<file path="src/rtl/f1_start_ctrl.sv">
// f1_start_ctrl: paces the start-light FSM, randomises lights-out, times reactions and flags false starts
module f1_start_ctrl #(
    parameter int TICK_DIV  = 50,
    parameter int DELAY_MIN = 16,
    parameter int RT_W      = 16
) (
    input  logic            clk,
    input  logic            rst,
    input  logic            trigger,
    input  logic            react,
    input  logic [7:0]      lights_in,
    output logic            light_en,
    output logic            lights_out,
    output logic            rt_valid,
    output logic [RT_W-1:0] rt_cycles,
    output logic            false_start,
    output logic            busy
);
    localparam int TW = $clog2(TICK_DIV);
    localparam int DW = $clog2(DELAY_MIN + 128);
    localparam logic [TW-1:0] TLAST = TW'(TICK_DIV - 1);
    localparam logic [2:0] IDLE = 3'd0;
    localparam logic [2:0] RAMP = 3'd1;
    localparam logic [2:0] HOLD = 3'd2;
    localparam logic [2:0] GO   = 3'd3;
    localparam logic [2:0] DONE = 3'd4;
    localparam logic [2:0] JUMP = 3'd5;

    logic [2:0]      state_q, state_d;
    logic [TW-1:0]   tick_q, tick_d;
    logic [DW-1:0]   dly_q, dly_d;
    logic [RT_W-1:0] rt_q, rt_d;
    logic [RT_W-1:0] rtc_q, rtc_d;
    logic            rtv_q, rtv_d;
    logic            fs_q, fs_d;
    logic [6:0]      lfsr_q;
    logic            tick_hit, expire;

    // a react in the same cycle as a pending step always wins: no step, no lights-out
    always_comb begin
        tick_hit   = tick_q == TLAST;
        expire     = state_q == HOLD && dly_q == DW'(1) && !react;
        lights_out = expire;
        light_en   = expire
                   || (state_q == RAMP && tick_hit && !react && lights_in != 8'hFF)
                   || (state_q == JUMP && tick_hit && lights_in != 8'h00);
        state_d    = state_q;
        tick_d     = (state_q == RAMP || state_q == JUMP) ? (tick_hit ? '0 : tick_q + TW'(1)) : tick_q;
        dly_d      = state_q == HOLD ? dly_q - DW'(1) : dly_q;
        rt_d       = (state_q == GO && rt_q != '1) ? rt_q + RT_W'(1) : rt_q;
        rtc_d      = rtc_q;
        rtv_d      = 1'b0;
        fs_d       = fs_q;
        case (state_q)
            IDLE: if (trigger && lights_in == 8'h00) begin
                state_d = RAMP;
                tick_d  = '0;
                fs_d    = 1'b0;
            end
            RAMP: if (react) begin
                state_d = JUMP;
                tick_d  = '0;
                fs_d    = 1'b1;
            end else if (lights_in == 8'hFF) begin
                state_d = HOLD;
                dly_d   = DW'(DELAY_MIN) + DW'(lfsr_q);
            end
            HOLD: if (react) begin
                state_d = JUMP;
                tick_d  = '0;
                fs_d    = 1'b1;
            end else if (dly_q == DW'(1)) begin
                state_d = GO;
                rt_d    = RT_W'(1);
            end
            GO: if (react) begin
                state_d = DONE;
                rtc_d   = rt_q;
                rtv_d   = 1'b1;
            end
            DONE: state_d = IDLE;
            JUMP: if (lights_in == 8'h00) state_d = IDLE;
            default: state_d = IDLE;
        endcase
    end

    always_ff @(posedge clk) begin
        if (rst) begin
            state_q <= IDLE;
            tick_q  <= '0;
            dly_q   <= '0;
            rt_q    <= '0;
            rtc_q   <= '0;
            rtv_q   <= 1'b0;
            fs_q    <= 1'b0;
            lfsr_q  <= 7'h01;
        end else begin
            state_q <= state_d;
            tick_q  <= tick_d;
            dly_q   <= dly_d;
            rt_q    <= rt_d;
            rtc_q   <= rtc_d;
            rtv_q   <= rtv_d;
            fs_q    <= fs_d;
            lfsr_q  <= {lfsr_q[5:0], lfsr_q[6] ^ lfsr_q[5]};
        end
    end

    assign rt_cycles   = rtc_q;
    assign rt_valid    = rtv_q;
    assign false_start = fs_q;
    assign busy        = state_q != IDLE;
endmodule
</file>
<file path="config.mk">
export PLATFORM = sky130hd
export DESIGN_NAME = f1_start_ctrl
export DESIGN_NICKNAME = d
export VERILOG_FILES = /design/src/rtl/f1_start_ctrl.sv
export SDC_FILE = /design/constraint.sdc
export NUM_CORES = 1
export LEC_CHECK = 0
export ABC_AREA = 1
export BUFFER_PORTS_ARGS = -buffer_cell sky130_fd_sc_hd__buf_4
export CAP_MARGIN = 15
export CORE_AREA = 2 2 77 86
export CTS_CLUSTER_SIZE = 28
export DETAILED_ROUTE_END_ITERATION = 16
export DIE_AREA = 0 0 79 88
export PLACE_DENSITY = 0.74
export SLEW_MARGIN = 10
export SYNTH_ARGS = -nofsm -noshare
export SYNTH_HDL_FRONTEND = slang
export SYNTH_SLANG_ARGS = --single-unit
</file>
<file path="constraint.sdc">
create_clock -name clk -period 3.7 [get_ports clk]
set_input_delay 0.555 -clock clk [delete_from_list [all_inputs] [get_ports clk]]
set_output_delay 0.555 -clock clk [all_outputs]
set_load 0.01 [all_outputs]
</file>
==> impl_metrics.json, run 1 <==
{
  "hold-path-endpoint": "lfsr_q[3]",
  "postSynthCellCount": 423,
  "post-place-cells": 523,
  "route.detailed.vias_per_inst": 4.96,
  "power.share.combinational_pct": 27.6,
  "number_of_hold_buffers_added_after_cts": 0,
  "post-route-drc-count": 0,
  "synth_common_cells": "nand2_1, dfxtp_1, nor2_1",
  "clock.fmax_mhz": 446,
  "max_slew_margin_pct": 58.2,
  "synth_seq_cells": 58,
  "timing_max_transition_violations_final": 0,
  "post-cts-setup-buffer-count": 0,
  "critical_path_class": "flip-flop to output port",
  "dieArea_um2": 6950,
  "placedInstanceArea_um2": 3210,
  "met3RoutedLength_um": 243,
  "synth-seq-area-share_pct": 39.3,
  "fp-row-count": 30,
  "antenna-diode-count": 0,
  "timing.critical_path.from_type": "flip-flop",
  "layout_min_cycle_time_ns": 2.24,
  "rr_startpoint": "state_q[1]",
  "layout-drive-gt1-share_pct": 16.8,
  "period_share_pct": 60.6,
  "reg2regPathDepth": 5,
  "timing.hold.worst_path_depth": 2,
  "sequentialPowerShare_pct": 42.2,
  "setup-violations-final": 0,
  "setup-tns-final_ns": 0,
  "port-buffer-count": 32,
  "core_um2": 6080,
  "power.share.clock_pct": 30.2,
  "tritoncts": "yes",
  "total_power_mw": 1.77,
  "yosysMostFrequentCell": "nand2_1",
  "post_drt_wl_per_cell_um": 11.7,
  "netlist_top_cells_area": "dfxtp_1, nand2_1, nor2_1",
  "final.setup_skew_ns": 0.00819,
  "insertion_delay_ns": 0.36,
  "cp_data_required_time_ns": 3.14,
  "synthesis.yosys.warnings": 0,
  "wl_met1_um": 2760,
  "worst_setup_hold_path_clk_slew_ns": 0.07,
  "number_of_synthesized_flops_with_an_enable_pin": 0,
  "critical_path_arrival_ns": 1.69,
  "average_cell_area_after_synthesis_um2": 6.98,
  "cts_made_buffers": 9,
  "ys_dominant_reg_cell": "dfxtp_1",
  "timing.hold.worst.class": "flip-flop to flip-flop",
  "track_usage_pct": 20.0,
  "final_cells": 539,
  "chip_width_um": 79,
  "worst_pin_slew_ns": 0.626,
  "grt_pass1_wl_um": 10800,
  "drtAntennaViolNets": 0,
  "synth_fp_nets": 442,
  "post-route-cell-area_um2": 3390,
  "clock_tree.root_cell": "clkbuf_8",
  "postSynth.asyncResetShare_pct": 0,
  "dp.final_hpwl_um": 4380,
  "nNetsFinal": 473,
  "cellPowerDensity_nw_per_um2": 524,
  "antenna_found_initial": 0,
  "power.internal_mw": 1.11,
  "cts-htree-levels": 3,
  "hold_viol_final": 0,
  "synthDominantAreaCellType": "dfxtp_1",
  "cts_resized": 0,
  "ir_worst_vdd_mv": 0.343,
  "worstReg2RegEnd": "rt_cycles[9]",
  "grt_overflow": 0,
  "drt_wl_total_um": 6290,
  "unrepaired_setup_endpoints_after_global_routing": "no",
  "drt_iter0_markers": 135,
  "min_from": "lfsr_q[2]",
  "floorplan.initialDensity_pct": 48.5,
  "switching_fraction_pct": 37.4,
  "wl_met2_um": 3120,
  "area_delta_synth_final_pct": 14.8,
  "grt_pass1_vias": 2537,
  "outcome": "finished clean",
  "worst_setup_path_end_kind": "output port",
  "gp_congestion": 0.827,
  "fillerInstances": 615,
  "synth.top_cell.area_share_pct": 39.3,
  "synthesis.area_um2": 2950,
  "critical_path_maximum_fanout": 8,
  "cap_viol_max_count": 0,
  "num_vias": 2676,
  "switchingPower_mw": 0.664,
  "maximum_number_of_pins_on_one_net_before_global_route_repair": 31,
  "ioPinCount": 33,
  "max-clock-path-buffers": 2,
  "cts_num_sinks": 58,
  "maxUsedRoutingLayer": "met4",
  "die_height_um": 88,
  "leakagePower_nw": 1.41,
  "netlist-cell-type-count": 30,
  "firstDrtPassIters": 4,
  "multi_input_comb_area_um2": 1520,
  "register_area_um2": 1160,
  "worst-r2r-setup-slack_ns": 1.63
}
[sequential cells by signal, indices dropped and copies added, names as in the netlist]
name,count
lfsr_q,7
dly_q,8
false_start,1
rt_cycles,16
state_q,3
rt_q,16
tick_q,6
rt_valid,1
[worst max-delay path by stage]
stage	start	to	slack [ns]
2_1_floorplan	lights_in[0]	light_en	2.07
3_3_place_gp	rst	rt_q[1]	1.65
3_5_place_dp	rst	rt_q[1]	1.59
4_1_cts	state_q[1]	light_en	1.45
5_1_grt	state_q[1]	light_en	1.32
6_report	state_q[1]	light_en	1.46
[metrics by stage]
stage,setup slack (ns),utilization [%],hold WS [ns]
3_3_place_gp,1.65,52.8,0.422
4_1_cts,1.45,55.7,0.431
5_1_grt,1.32,55.7,0.452
2_1_floorplan,2.07,-,0.400
6_report,1.46,55.7,0.428
3_5_place_dp,1.59,52.8,0.420
[final cells by class]
type	instances	area share [%]
Clock inverter	6	1.22
Sequential cell	58	34.3
Timing Repair Buffer	32	7.09
Multi-Input combinational cell	303	44.8
Tap cell	80	2.96
Inverter	50	5.54
Clock buffer	10	4.06
[logic make-up after synthesis]
group                    count (synthesis)  share of synthesized area [%]
adder cells (fa/ha/maj)                  7                           2.97
AND/OR/NAND/NOR                        230                           35.1
AO/OA/AOI/OAI                           54                           9.83
flip-flops                              58                           39.3
XOR/XNOR                                12                           3.56
buffers and inverters                   62                           9.20
[critical path: stages, from the launching register on]
cell	delay [ns]
dfxtp_1	0.53
inv_1	0.13
nand2_2	0.17
nor2_1	0.08
o21ai_0	0.07
nand2_1	0.11
nand2_1	0.07
nand2_1	0.04
buf_4	0.14
[layer usage]
layer  vias to the layer above  track usage [%]
met5                         -                0
met4                         0             11.1
met3                        12             5.46
met2                        51             34.1
met1                      1195             22.7
li1                       1418                -
[power groups by stage]
stage               clock, mW  combinational (mW)  sequential, mW
floorplan                   0               0.400           0.739
finish                  0.536               0.490           0.748
detailed placement          0               0.486           0.760
CTS                     0.549               0.491           0.747
global placement            0               0.478           0.757
global route            0.575               0.560           0.757
[placed cells by master (no fill, tap or decap)]
| master | n |
|---|---|
| a21oi_1 | 32 |
| dfxtp_1 | 58 |
| a211oi_1 | 1 |
| buf_4 | 32 |
| inv_1 | 43 |
| nor2_4 | 4 |
| nor3_1 | 7 |
| nand3_1 | 38 |
| o211ai_1 | 1 |
| xor2_1 | 8 |
| nand4_1 | 6 |
| nand3_2 | 4 |
| nor3_2 | 3 |
| clkinv_2 | 2 |
| clkbuf_8 | 10 |
| nand2_4 | 1 |
| inv_2 | 6 |
| a21oi_2 | 3 |
| clkinvlp_4 | 3 |
| xnor2_1 | 4 |
| or2_2 | 2 |
| o21ai_0 | 11 |
| nor2_1 | 52 |
| nand2_1 | 107 |
| nor2_2 | 2 |
| nand2_2 | 4 |
| ha_1 | 7 |
| o21ai_1 | 3 |
| inv_6 | 1 |
| clkinv_1 | 1 |
| a31oi_1 | 3 |
Note: power is estimated with default switching activity, not from simulation.
==> run 2: changes to the inputs <==
--- a/config.mk
+++ b/config.mk
@@ -12,7 +12,7 @@
 export CTS_CLUSTER_SIZE = 28
 export DETAILED_ROUTE_END_ITERATION = 16
 export DIE_AREA = 0 0 79 88
-export PLACE_DENSITY = 0.74
+export PLACE_DENSITY = 0.77
 export SLEW_MARGIN = 10
 export SYNTH_ARGS = -nofsm -noshare
 export SYNTH_HDL_FRONTEND = slang
==> constraint.sdc (replaced) <==
create_clock -name clk -period 1.99 [get_ports clk]
set_input_delay 0.2985 -clock clk [delete_from_list [all_inputs] [get_ports clk]]
set_output_delay 0.2985 -clock clk [all_outputs]
set_load 0.01 [all_outputs]
==> run 2 against run 1 <==
- combinational power grew 91%
- count of clock-buffer cells in the layout up 1
- clock power increased by 79%
==> impl_metrics.json, run 2 (synthesis results as in run 1) <==
{
  "grt_overflow": 0,
  "drt_iter0_markers": 185,
  "antenna_found_initial": 0,
  "cpLargestDelayFamily": "simple AND/OR/NAND/NOR gates",
  "drt_wl_total_um": 6220,
  "mostFrequentLayoutCells": "nand2_1, dfxtp_1, nor2_1",
  "power.internal_mw": 2.09,
  "timing.critical_path.from_type": "flip-flop",
  "post-route-worst-setup-slack_ns": 0.120,
  "port-buffer-count": 32,
  "worst_setup_hold_path_clk_slew_ns": 0.07,
  "post-cts-setup-buffer-count": 0,
  "timing.critical_path.mode_cell": "nand2_1",
  "drtAntennaViolNets": 0,
  "area_delta_synth_final_pct": 16.4,
  "power.share.combinational_pct": 28.5,
  "post-route-drc-count": 0,
  "leakagePower_nw": 1.44,
  "critical_path_buf_inv_count": 1,
  "critical_path_class": "flip-flop to output port",
  "tritoncts": "yes",
  "finish.utilization_pct": 56.5,
  "firstDrtPassIters": 4,
  "ioPinCount": 33,
  "gp_congestion": 0.825,
  "period_share_pct": 94.0,
  "timing.hold.worst.class": "input pin to flip-flop",
  "route.detailed.vias_per_inst": 5.04,
  "layout-drive-gt1-share_pct": 18.5,
  "ir_worst_vdd_mv": 0.545,
  "dp_slack_ns": 0.287,
  "clock.fmax_mhz": 535,
  "floorplan.initialDensity_pct": 48.5,
  "chip_width_um": 79,
  "cellPowerDensity_nw_per_um2": 959,
  "timing.critical_path.cells": "ha_1, nand3_1, nor3_1, nand2_1, nand2_1, buf_4",
  "fp-row-count": 30,
  "max-clock-path-buffers": 2,
  "nNetsFinal": 478,
  "die_height_um": 88,
  "core_um2": 6080,
  "insertion_delay_ns": 0.35,
  "cts_resized": 0,
  "dieArea_um2": 6950,
  "slowest_delay_ns": 0.40,
  "total_power_mw": 3.30,
  "layout_min_cycle_time_ns": 1.87,
  "cap_viol_max_count": 0,
  "final.setup_skew_ns": 0.0105,
  "post_drt_wl_per_cell_um": 11.4,
  "critical_path_maximum_fanout": 4,
  "max_slew_margin_pct": 77.3,
  "unrepaired_setup_endpoints_after_global_routing": "no",
  "setup-violations-final": 0,
  "grt_pass1_wl_um": 10900,
  "cp_data_required_time_ns": 1.69,
  "critPathSlowestCell": "dfxtp_1",
  "hold_viol_final": 0,
  "final_common_cell": "nand2_1",
  "worst_setup_path_end_kind": "output port",
  "outcome": "finished clean",
  "switching_fraction_pct": 36.6,
  "timing_max_transition_violations_final": 0,
  "worst_pin_slew_ns": 0.339,
  "maximum_number_of_pins_on_one_net_before_global_route_repair": 31,
  "track_usage_pct": 19.9,
  "setup-tns-final_ns": 0,
  "antenna-diode-count": 0,
  "switchingPower_mw": 1.21,
  "num_vias": 2744,
  "cts_made_buffers": 9,
  "cts_num_sinks": 58,
  "sequentialPowerShare_pct": 42.4,
  "power.share.clock_pct": 29.1,
  "cts-htree-levels": 3,
  "dp.final_hpwl_um": 4510,
  "clock_tree.root_cell": "clkbuf_8",
  "critical_path_arrival_ns": 1.57,
  "number_of_hold_buffers_added_after_cts": 0,
  "grt_pass1_vias": 2621
}
## run 2: cell count changes in the layout (fill, tap and decap cells not counted), sizes merged
cell | before | now
inv | 50 | 49
clkinvlp | 3 | 2
clkinv | 3 | 4
clkbuf | 10 | 11
buf | 32 | 37
## run 2: per-layer routing
layer	routed length, um	vias to the layer above	share of wire [%]	GRT usage (%)
met5	0	-	0	0
met4	102	0	1.6	7.52
met3	274	10	4.4	6.29
met2	3140	56	50	34.5
met1	2700	1258	43	23.0
li1	-	1420	-	-
## run 2: final cells by class
cell class,count,area [um2]
Clock buffer,11,141
Multi-Input combinational cell,303,1530
Sequential cell,58,1160
Clock inverter,5,30.0
Timing Repair Buffer,37,278
Inverter,50,190
Fill cell,587,2650
Tap cell,80,100
## run 2: final timing paths
kind,from,end,slack (ns),cells past startpoint
max reg2reg,rt_q[0],rt_q[15],0.28,12
min,rst,lfsr_q[5],0.32,2
min reg2reg,lfsr_q[2],lfsr_q[3],0.42,2
max,tick_q[0],light_en,0.12,6
## run 2: power by group through the flow
stage | Combinational (mW) | Clock, mW | Sequential, mW
2_1_floorplan | 0.743 | 0 | 1.37
3_3_place_gp | 0.896 | 0 | 1.40
3_5_place_dp | 0.915 | 0 | 1.41
4_1_cts | 0.920 | 0.989 | 1.38
5_1_grt | 1.09 | 1.02 | 1.41
6_report | 0.938 | 0.960 | 1.40
## run 2: stage by stage
step / cells / instance area [um2] / hold WS [ns]
finish: 544 / 3440 / 0.323
floorplan: 423 / 2950 / 0.400
global placement: 528 / 3250 / 0.420
detailed placement: 528 / 3250 / 0.419
CTS: 544 / 3420 / 0.310
global route: 544 / 3440 / 0.331
## run 2: worst reg2reg max path, stage by stage, from the launching register on
cell and delay, ns:
dfxtp_1 0.40, ha_1 0.21, nand2_2 0.07, inv_2 0.07
nand2_2 0.08, nor2_4 0.14, nand3_2 0.12, nand2_4 0.18
inv_2 0.16, nand2_1 0.09, nand2_1 0.04, inv_1 0.04
nor2_1 0.03
